**config.mk**
```make
export PLATFORM = sky130hd
export DESIGN_NAME = memory_port_arbiter
export DESIGN_NICKNAME = d
export VERILOG_FILES = /design/src/rtl/memory_port_arbiter.sv
export SDC_FILE = /design/constraint.sdc
export NUM_CORES = 1
export LEC_CHECK = 0
export BUFFER_PORTS_ARGS = -buffer_cell sky130_fd_sc_hd__buf_4
export CAP_MARGIN = 10
export CORE_MARGIN = 2
export CORE_UTILIZATION = 38
export CTS_BUF_LIST = sky130_fd_sc_hd__clkbuf_16
export CTS_CLUSTER_DIAMETER = 100
export CTS_CLUSTER_SIZE = 25
export DETAILED_ROUTE_END_ITERATION = 10
export PLACE_DENSITY = 0.69
export SLEW_MARGIN = 30
export SYNTH_ARGS = -nofsm -noshare
export SYNTH_HDL_FRONTEND = slang
export SYNTH_SLANG_ARGS = --single-unit
```
**constraint.sdc**
```tcl
create_clock -name clock -period 2.2 [get_ports clock]
set_input_delay 0.33 -clock clock [delete_from_list [all_inputs] [get_ports clock]]
set_output_delay 0.33 -clock clock [all_outputs]
set_load 0.02 [all_outputs]
```
**src/rtl/memory_port_arbiter.sv**
```systemverilog
// -----------------------------------------------------------------------------
// memory_port_arbiter
//
// Purpose:
//   Shares one single-port RAM between the LC-3 core memory sequencer
//   (requester 0, "core") and a program loader / debug port (requester 1,
//   "loader"). Each access runs IDLE -> ACCESS -> RESPOND. The winner's id,
//   write flag, address and data are captured at the grant. The RAM strobes
//   are driven for exactly one cycle (ACCESS). The winner is acknowledged
//   with a one-cycle pulse in RESPOND.
//
// Configuration macro:
//   ARBITER_ROUND_ROBIN_EN - when defined, simultaneous requests alternate
//                            using a one-bit last-grant pointer. When
//                            undefined, the loader always beats the core.
//
// Ports:
//   clock, reset              system clock, synchronous active-high reset
//   core_request/_write       core access request and direction
//   core_address/_write_data  core access address and write data
//   core_read_data            read data, valid while core_acknowledge = 1
//   core_acknowledge          one-cycle completion pulse to the core
//   core_stall                loader granted or pending; holds the core FSM
//   loader_*                  same set of signals for the loader
//   memory_read/_write        RAM strobes (never both high)
//   memory_address/_in_data   RAM address and write data
//   memory_out_data           RAM read data, valid the cycle after memory_read
// -----------------------------------------------------------------------------
module memory_port_arbiter #(
  parameter int ADDRESS_WIDTH = 16,
  parameter int DATA_WIDTH    = 16
) (
  input  logic                     clock,
  input  logic                     reset,
  // requester 0: core
  input  logic                     core_request,
  input  logic                     core_write,
  input  logic [ADDRESS_WIDTH-1:0] core_address,
  input  logic [DATA_WIDTH-1:0]    core_write_data,
  output logic [DATA_WIDTH-1:0]    core_read_data,
  output logic                     core_acknowledge,
  output logic                     core_stall,
  // requester 1: loader
  input  logic                     loader_request,
  input  logic                     loader_write,
  input  logic [ADDRESS_WIDTH-1:0] loader_address,
  input  logic [DATA_WIDTH-1:0]    loader_write_data,
  output logic [DATA_WIDTH-1:0]    loader_read_data,
  output logic                     loader_acknowledge,
  // RAM side
  output logic                     memory_read,
  output logic                     memory_write,
  output logic [ADDRESS_WIDTH-1:0] memory_address,
  output logic [DATA_WIDTH-1:0]    memory_in_data,
  input  logic [DATA_WIDTH-1:0]    memory_out_data
);

  typedef enum logic [1:0] {
    ST_IDLE    = 2'd0,
    ST_ACCESS  = 2'd1,
    ST_RESPOND = 2'd2
  } state_t;

  localparam logic ID_CORE   = 1'b0;
  localparam logic ID_LOADER = 1'b1;

  state_t                   r_state;
  logic                     r_id;
  logic                     r_write;
  logic                     r_core_ack;
  logic                     r_loader_ack;
  logic                     r_memory_read;
  logic                     r_memory_write;
  logic [ADDRESS_WIDTH-1:0] r_memory_address;
  logic [DATA_WIDTH-1:0]    r_memory_in_data;
  logic [DATA_WIDTH-1:0]    r_core_read_data;
  logic [DATA_WIDTH-1:0]    r_loader_read_data;

  logic                     w_any_request;
  logic                     w_grant_loader;
  logic                     w_grant_write;
  logic [ADDRESS_WIDTH-1:0] w_grant_address;
  logic [DATA_WIDTH-1:0]    w_grant_data;
  logic                     w_read_returning;

  assign w_any_request = core_request | loader_request;

`ifdef ARBITER_ROUND_ROBIN_EN
  // Last granted requester; on a tie the other one wins.
  logic r_last_grant;

  always_comb begin
    w_grant_loader = loader_request;
    if (core_request && loader_request) begin
      w_grant_loader = (r_last_grant == ID_CORE);
    end
  end
`else
  // Fixed priority: any loader request beats the core.
  assign w_grant_loader = loader_request;
`endif

  assign w_grant_write   = w_grant_loader ? loader_write      : core_write;
  assign w_grant_address = w_grant_loader ? loader_address    : core_address;
  assign w_grant_data    = w_grant_loader ? loader_write_data : core_write_data;

  always_ff @(posedge clock) begin
    if (reset) begin
      r_state            <= ST_IDLE;
      r_id               <= ID_CORE;
      r_write            <= 1'b0;
      r_core_ack         <= 1'b0;
      r_loader_ack       <= 1'b0;
      r_memory_read      <= 1'b0;
      r_memory_write     <= 1'b0;
      r_memory_address   <= '0;
      r_memory_in_data   <= '0;
      r_core_read_data   <= '0;
      r_loader_read_data <= '0;
`ifdef ARBITER_ROUND_ROBIN_EN
      r_last_grant       <= ID_CORE;
`endif
    end else begin
      // Strobes and acknowledges are single-cycle pulses by default.
      r_core_ack     <= 1'b0;
      r_loader_ack   <= 1'b0;
      r_memory_read  <= 1'b0;
      r_memory_write <= 1'b0;
      case (r_state)
        ST_IDLE: begin
          if (w_any_request) begin
            // The address/data registers double as the RAM-side outputs,
            // so later requester-side changes cannot disturb the access.
            r_id             <= w_grant_loader;
            r_write          <= w_grant_write;
            r_memory_address <= w_grant_address;
            r_memory_in_data <= w_grant_data;
            r_memory_write   <= w_grant_write;
            r_memory_read    <= ~w_grant_write;
`ifdef ARBITER_ROUND_ROBIN_EN
            r_last_grant     <= w_grant_loader;
`endif
            r_state          <= ST_ACCESS;
          end
        end
        ST_ACCESS: begin
          r_core_ack   <= (r_id == ID_CORE);
          r_loader_ack <= (r_id == ID_LOADER);
          r_state      <= ST_RESPOND;
        end
        ST_RESPOND: begin
          if (!r_write) begin
            if (r_id == ID_LOADER) begin
              r_loader_read_data <= memory_out_data;
            end else begin
              r_core_read_data <= memory_out_data;
            end
          end
          r_state <= ST_IDLE;
        end
        default: r_state <= ST_IDLE;
      endcase
    end
  end

  // RAM read data only arrives during RESPOND, the same cycle as the
  // acknowledge, so it is forwarded straight through then and held in the
  // register afterwards. Reset masks both the acknowledge and the forward
  // so an access interrupted in RESPOND is never reported as complete.
  assign w_read_returning = (r_state == ST_RESPOND) && !r_write && !reset;

  assign core_read_data     = (w_read_returning && (r_id == ID_CORE))
                              ? memory_out_data : r_core_read_data;
  assign loader_read_data   = (w_read_returning && (r_id == ID_LOADER))
                              ? memory_out_data : r_loader_read_data;
  assign core_acknowledge   = r_core_ack & ~reset;
  assign loader_acknowledge = r_loader_ack & ~reset;

  assign core_stall = loader_request |
                      ((r_state != ST_IDLE) && (r_id == ID_LOADER));

  assign memory_read    = r_memory_read;
  assign memory_write   = r_memory_write;
  assign memory_address = r_memory_address;
  assign memory_in_data = r_memory_in_data;

endmodule

```
Word-level counts from Yosys, hierarchy flattened
Index checks and enable logic that the tools add are counted.

Bits in registers: 72. Input port bits: 86. Output and inout port bits: 69. Word-level logic and storage cells: 46.

Equality and inequality tests: 3. Muxes and demuxes: 7. Bitwise operators: 11. Reductions and logical operators: 14.

Operators with widths (count): two-way mux 16 bit (4); NOT 1 bit (7); AND reduction 3 bit (2); logical AND 1 bit (5); case mux 2 bit (2 select lines) (1); OR reduction 3 bit (1); bitwise AND 1 bit (2); == test 2 x 1 -> 1 bit (second input constant) (1); == test 2 bit (second input constant) (1); zero test 1 bit (2); zero test 2 bit (1); two-way mux 2 bit (1); inequality test 2 bit (second input constant) (1); OR 1 bit (2); AND reduction 2 bit (1); nonzero test 2 bit (1); OR reduction 2 bit (1); two-way mux 1 bit (1).

Logic depth before layout (Yosys ltp)
Gate-level depths: netlist of the first run.

Word-level depth: 5. Mapped depth: 5. Gate-level depth less buffers: 3.

Worst setup path before layout of the first run
Ideal clock, no wire load.

Kind: register to output. Start point: register r_state[1]. End point: output port loader_read_data[11]. Arrival time: 1.635 ns. Data required time: 1.870 ns. Path slack: 0.235 ns. Stages on the path, launching flop included: 5. Path buffers: 1. Path through: dfxtp_1 -> or3b_4 -> nor3b_4 -> buf_6 -> mux2_1.

Longest elaborated chain between the ends: 5.

RTL lines: start, declared (RTL line 67) `state_t r_state;`; start signal, assigned (RTL line 109) `r_state <= ST_IDLE;`; start signal, assigned (RTL line 143) `r_state <= ST_ACCESS;`; start signal, assigned (RTL line 149) `r_state <= ST_RESPOND;`; == test 2 bit (RTL line 170) `assign w_read_returning = (r_state == ST_RESPOND) && !r_write && !reset;`; logical AND 1 bit (2 in a row) (RTL line 170); logical AND 1 bit (RTL line 174) `assign loader_read_data = (w_read_returning && (r_id == ID_LOADER))`; two-way mux 16 bit (RTL line 175) `? memory_out_data : r_loader_read_data;`; end, declared (RTL line 48) `output logic [DATA_WIDTH-1:0] loader_read_data,`.

Every way passes these cells.

Worst setup path after layout of the first run
Start point: register r_write. End point: output port core_read_data[15].

Longest elaborated chain between the ends: 5.

RTL lines: start, declared (RTL line 69) `logic r_write;`; start signal, assigned (RTL line 135) `r_write <= w_grant_write;`; zero test 1 bit (RTL line 170); logical AND 1 bit (2 in a row) (RTL line 170); logical AND 1 bit (RTL line 172) `assign core_read_data = (w_read_returning && (r_id == ID_CORE))`; two-way mux 16 bit (RTL line 173) `? memory_out_data : r_core_read_data;`; end, declared (RTL line 40) `output logic [DATA_WIDTH-1:0] core_read_data,`.

Every way passes these cells.

==> results of run 1 <==
routing by layer:
metal / track usage, % / vias up / share of wire [%]
li1: - / 1267 / -
met1: 23.9 / 1247 / 42
met2: 33.3 / 80 / 50
met3: 3.82 / 15 / 5.2
met4: 7.21 / 0 / 2.1
met5: 0 / - / 0
where the power goes:
part	internal [mW]	switching, mW	leakage [nW]
Clock	0.865	0.530	0.136
Sequential	1.39	0.0429	0.589
Combinational	0.323	0.296	1.52
Total	2.57	0.868	2.24
worst register-to-register path, stage by stage (launching register included):
cell and delay (ns):
dfxtp_2 0.32, or3b_4 0.43, nor3b_4 0.23, buf_6 0.21, buf_4 0.13, buf_4 0.09
bufbuf_16 0.27, a22o_1 0.15
logic make-up after synthesis:
family,share of synthesized area [%]
DFF,48.3
AOI/OAI and AO/OA,20.6
muxes,23.2
buffers and inverters,3.86
and+or+nand+nor,4.03
through the flow:
stage | hold WS, ns | TNS (ns)
5_1_grt | 0.255 | -5.63
2_1_floorplan | 0.435 | 0
6_report | 0.252 | -3.13
4_1_cts | 0.242 | -4.49
3_5_place_dp | 0.448 | 0
3_3_place_gp | 0.445 | 0
layout by cell type, fill, tap and decap left out, types with 2 or more instances in the layout:
master and n:
a22o_1 32, dfxtp_2 3, buf_6 36, nor2_1 3, clkinvlp_4 2, o2bb2ai_1 33
dfxtp_1 69, bufbuf_16 2, mux2i_1 33, clkinv_2 2, buf_4 132, nor2b_1 4
mux2_4 32, clkinv_1 2, clkbuf_16 9
layout make-up:
cell class / count / area [um^2] / area share (%)
clock inverters: 7 / 62.6 / 1.28
inverters: 1 / 3.75 / 0.0771
clock buffers: 9 / 225 / 4.62
repair buffers: 170 / 1460 / 30.0
flip-flops and latches: 72 / 1450 / 29.7
well taps: 102 / 128 / 2.62
multi-input cells: 152 / 1550 / 31.7
cells in the mapped netlist (all sizes together) (2+ instances only):
| library cell | count | area (um^2) |
|---|---|---|
| clkbuf | 4 | 15.0 |
| buf | 16 | 96.3 |
| mux2i | 33 | 330 |
| nor2b | 4 | 25.0 |
| a22o | 32 | 280 |
| nor2 | 3 | 11.3 |
| dfxtp | 72 | 1440 |
| mux2 | 32 | 360 |
| nor3b | 2 | 26.3 |
| o2bb2ai | 33 | 289 |
| a21oi | 2 | 13.8 |
flip-flops by register name (all words and copies together), names as in the netlist:
register	count
r_state	2
memory_in_data	16
memory_address	16
r_id	1
r_core_read_data	16
memory_read	1
r_core_ack	1
r_loader_ack	1
memory_write	1
r_loader_read_data	16
r_write	1
repair_timing:
action | CTS | global route
endpoints found under the setup margin | 32 | 32
cloned | 4 | 0
setup buffers | 7 | 2
pin swaps | 2 | 3
resized for setup | 54 | 19
hold endpoints to repair | 0 | 0
worst max path at each step:
stage / slack [ns] / depth (start not counted) / endpoint / from
final: -0.11 / 5 / core_read_data[15] / r_write$_SDFFE_PP0P_
after global routing: -0.19 / 5 / loader_read_data[1] / r_write$_SDFFE_PP0P_
after CTS: -0.18 / 6 / loader_read_data[14] / r_state[0]$_SDFFE_PP0P_
after detailed placement: 0.16 / 5 / loader_read_data[11] / r_write$_SDFFE_PP0P_
after global placement: 0.19 / 5 / loader_read_data[5] / r_write$_SDFFE_PP0P_
after floorplan: 0.23 / 4 / loader_read_data[11] / r_state[1]$_SDFFE_PP0P_
==> impl_metrics.toml, run 1 <==
[sta]
slew_headroom_pct = 75.4
finalSetupViolCount = 32
finClkSkew_ns = 0.00544
tightest_slew_ns = 0.359
period_share_pct = 105
grt_setup_unrepaired = "yes"
maxSlewViolCount = 0
fmax_ghz = 0.433
min_period_ns = 2.31
hold_viol_final = 0
setup_ws_ns = -0.111

[worst_setup_path]
start_kind = "flop"
rrSetupSlack_ns = 0.32
cp.arrival_ns = 1.98
slowest_stage = "or3b_4"
timing.rr.start = "r_write$_SDFFE_PP0P_"
path_max_fanout = 8
r2r_end = "r_loader_read_data[0]$_SDFFE_PP0P_"
critPathCaptureType = "output pin"
max_stage_delay_ns = 0.43
cp_num_buf_inv = 2
worstPathRequired_ns = 1.87
path_common_cell = "buf_6"
crit_chain = "or3b_4, nor3_4, buf_6, mux2_4, buf_6"
reg2regPathDepth = 7
critPathKind = "flop to output pin"
crit_family = "simple AND/OR/NAND/NOR gates"

[logic_synthesis]
synthArstFlopShare_pct = 0
ys_seq_area_share_pct = 48.3
synthCells = 245
synth_flop_cell = "dfxtp_1"
yosysWarnings = 0
synth_area_um2 = 2980
synth_edf_count = 0
ys_types = 29
syn_nets = 331
syn_avg_cell_area_um2 = 12.2
synth_seq_cells = 72

[die]
start_util_pct = 39.0
rows = 32
io_pins = 155
core_area_um2 = 7650
fp.dieW_um = 92.6
die-area_um2 = 8570
fp.dieH_um = 92.6

[pwr]
finalPower_mw = 3.44
power_leakage_nw = 2.24
p_per_area_nw_per_um2 = 707
vdd_drop_max_mv = 0.381

[global_route]
track_usage_pct = 19.3
grt_max_degree = 34
overflow = 0
grt_pass1_wl_um = 13200
grt_pass1_vias = 2681
antenna_found_initial = 0

[detailed_routing]
drc = 0
drt-total-wl_um = 8340
drt-initial-drc-count = 84
first_pass_iters = 4
ant_nets = 0
wl_per_cell_um = 16.3
viasPerCell = 5.09
vias = 2609

[final_layout]
antenna_cells = 0
nFillCells = 634
syn2layout_area_growth_pct = 63.4
fin_cells = 513
fin_area_um2 = 4870
nets = 492
final_layout_size_suffix_gt1_share_pct = 55.0
fin_util_pct = 63.7

[clocking]
cts_hold_buf = 0
clock_latency_ns = 0.32
clk_pin_slew_ns = 0.06
htreeDepth = 3
cts_buffers = 9
clockBufferDepth = 2
cts.sinks = 72
cts_tree = "yes"
cts-root-buf = "clkbuf_16"

[place]
dpl_cell_area_um2 = 4230
gp_routability_congestion = 0.706
post-place-ws_ns = 0.156
place_inst = 488
port_buffers = 154
detailed_place_hpwl_um = 5450

[status]
status = "finished with violations"
violations = "negative setup slack"

[hold_path]
hold_start = "memory_out_data[8]"
hold_path.class = "input pin to flop"
min_path_cells = 2
min_to = "r_core_read_data[8]$_SDFFE_PP0P_"

[job]
timing.max_cap.violations = 0
No activity file was read; power rests on OpenSTA's default activity.
==> run 2: changes to the inputs <==
ABC_AREA = 1   (was default)
PLACE_DENSITY = 0.67   (was 0.69)
==> run 2 against run 1 <==
Effect of this change:
- highest routed layer unchanged
- worst hold slack got worse by 0.036 ns
- cell count rose by 47%
- first-iteration DRC count fell by 7.1%
- area after synthesis rose by 14%
- clock power rose by 6%
- non-clock buffer count fell by 7
- sequential share of layout area fell by 0.20 points
- register-to-register slack improved by 0.47 ns
- via count rose by 41%
- critical path depth rose by 1
- the flow now finishes without violations
- routed wire length rose by 12%
- sequential cell count did not move
- largest power group is now clock
==> impl_metrics.toml, run 2 <==
[status]
status = "finished, final reports clean"

[final_layout]
antenna_cells = 0
nets = 728
layout_commonest_cell = "nand2_1"
fin_area_um2 = 4890
final_cell_mix = "235 x nand2_1, 161 x buf_4, 115 x nand3_1"
final_layout_size_suffix_gt1_share_pct = 29.1
syn2layout_area_growth_pct = 43.6

[worst_setup_path]
worstPathRequired_ns = 1.87
crit_chain = "inv_2, nor2_4, buf_4, nand4_1, nand2_1, buf_4"
max_stage_delay_ns = 0.36
path_max_fanout = 13
timing.rr.start = "r_state[1]$_SDFFE_PP0P_"
critPathKind = "flop to output pin"
critPathCaptureType = "output pin"
cp_num_buf_inv = 3
start_kind = "flop"
path_common_cell = "buf_4"
crit_path_start = "r_state[1]$_SDFFE_PP0P_"
crit_family = "simple AND/OR/NAND/NOR gates"
cp.arrival_ns = 1.68
slowest_stage = "dfxtp_1"

[die]
start_util_pct = 39.1
rows = 34
fp.dieW_um = 98.7
io_pins = 155
fp.dieH_um = 98.7
die-area_um2 = 9740
core_area_um2 = 8720

[clocking]
cts_hold_buf = 0
cts-root-buf = "clkbuf_16"
clk_pin_slew_ns = 0.05
htreeDepth = 3
postCtsSetupBuffers = 0
clockBufferDepth = 2
cts_tree = "yes"
post_cts_resized = 0
cts.sinks = 72
cts_buffers = 9
clock_latency_ns = 0.32

[logic_synthesis]
synth_top_family_by_area = "simple AND/OR/NAND/NOR gates"
synth_area_um2 = 3410
yosys.area_share.adder_pct = 0
ys_seq_area_share_pct = 42.3
yosys.area.top_type_share_pct = 42.3
yosysWarnings = 0
synthSimpleGateAreaFrac_pct = 49.8
syn_avg_cell_area_um2 = 6.77
synth_edf_count = 0
ys_types = 19
yosysTopAreaCell = "dfxtp_1"
synth_seq_cells = 72
yosysMostFrequentCell = "nand2_1"
synth_common_cells = "235 x nand2_1, 115 x nand3_1, 72 x dfxtp_1, 22 x buf_2, 16 x nand4_1"
synthArstFlopShare_pct = 0
synth_flop_cell = "dfxtp_1"
synthCells = 503
synthXorXnorAreaFrac_pct = 0
synthTopCellsByArea = "dfxtp_1 42%, nand2_1 26%, nand3_1 17%, buf_2 3.2%, nand4_1 2.9%"
synth_compound_area_share_pct = 0.551
synthMuxAreaShare_pct = 0
syn_nets = 589

[sta]
finalSetupViolCount = 0
maxSlewViolCount = 0
min_period_ns = 2.01
fin_tns_setup_ns = 0
period_share_pct = 91.3
slew_headroom_pct = 73.9
finClkSkew_ns = 0.00615
tightest_slew_ns = 0.391
fmax_ghz = 0.498
hold_viol_final = 0
setup_ws_ns = 0.192
grt_setup_unrepaired = "no"

[detailed_routing]
drt-total-wl_um = 9330
ant_nets = 0
vias = 3668
drc = 0
wl_per_cell_um = 12.4
drt-initial-drc-count = 78
first_pass_iters = 4
viasPerCell = 4.86

[place]
dpl_cell_area_um2 = 4590
port_buffers = 154
gp_routability_congestion = 0.778
post-place-ws_ns = 0.517
detailed_place_hpwl_um = 6810

[global_route]
grt_max_degree = 69
grt_pass1_wl_um = 15300
grt_pass1_vias = 3400
antenna_found_initial = 0
track_usage_pct = 18.8
overflow = 0

[pwr]
p_per_area_nw_per_um2 = 728
finalPower_mw = 3.56
power_leakage_nw = 2.77
vdd_drop_max_mv = 0.417

[hold_path]
hold_path.class = "input pin to flop"
hold_start = "reset"

[job]
timing.max_cap.violations = 0
## run 2: cell count changes after synthesis, sizes merged, moves of 2 or more
cell / previous run / this run
nand2: 1 / 237
mux2i: 33 / 0
nor3b: 2 / 0
nand3: 0 / 117
o2bb2ai: 33 / 0
a22o: 32 / 0
mux2: 32 / 0
buf: 16 / 32
nor2b: 4 / 0
nand4: 0 / 16
inv: 1 / 10
nor2: 3 / 12
## run 2: worst reg2reg max path, stage by stage, from the launching register on
cell and delay, ns:
dfxtp_1 0.36, inv_2 0.07, nor2_4 0.27, buf_4 0.28, nand2_4 0.16, nand3_1 0.12, nand2_1 0.05
## run 2: cells by family after synthesis
logic type,Yosys count
and+or+nand+nor,382
DFF,72
buffers and inverters,46
AOI/OAI and AO/OA,3
## run 2: path summary, 6_finish.rpt
kind	to	slack, ns	depth (start not counted)
worst max-delay path	core_read_data[2]	0.19	6
worst min-delay path	r_id$_SDFFE_PP0P_	0.22	2
worst max register to register	r_core_read_data[10]$_SDFFE_PP0P_	0.79	6
worst min register to register	memory_in_data[2]$_SDFFE_PP0P_	0.46	2
## run 2: power breakdown
group          internal [mW]  total, mW  switching [mW]
registers               1.38       1.42          0.0449
clock network          0.974       1.48           0.505
logic                  0.282      0.657           0.375
total                   2.64       3.56           0.925
## run 2: layout make-up
| class | instances | area (um^2) |
|---|---|---|
| fill | 812 | 3830 |
| multi-input combinational | 385 | 1720 |
| sequential | 72 | 1440 |
| timing repair buffer | 163 | 1250 |
| clock buffer | 9 | 225 |
| tap | 108 | 135 |
| clock inverter | 7 | 80.1 |
| inverter | 11 | 43.8 |
## run 2: stage by stage
| stage | instances | hold WS [ns] | util, % |
|---|---|---|---|
| global route | 755 | 0.205 | 56.1 |
| global placement | 739 | 0.453 | 52.6 |
| floorplan | 503 | 0.399 | - |
| detailed placement | 739 | 0.459 | 52.6 |
| CTS | 755 | 0.206 | 56.1 |
| finish | 755 | 0.217 | 56.1 |
## run 2: layer usage
| metal | GRT usage (%) | up-vias | routed length, um |
|---|---|---|---|
| met5 | 0 | - | 0 |
| met4 | 6.53 | 0 | 65 |
| met3 | 5.60 | 5 | 726 |
| met2 | 32.0 | 123 | 4370 |
| met1 | 22.8 | 1626 | 4170 |
| li1 | - | 1914 | - |
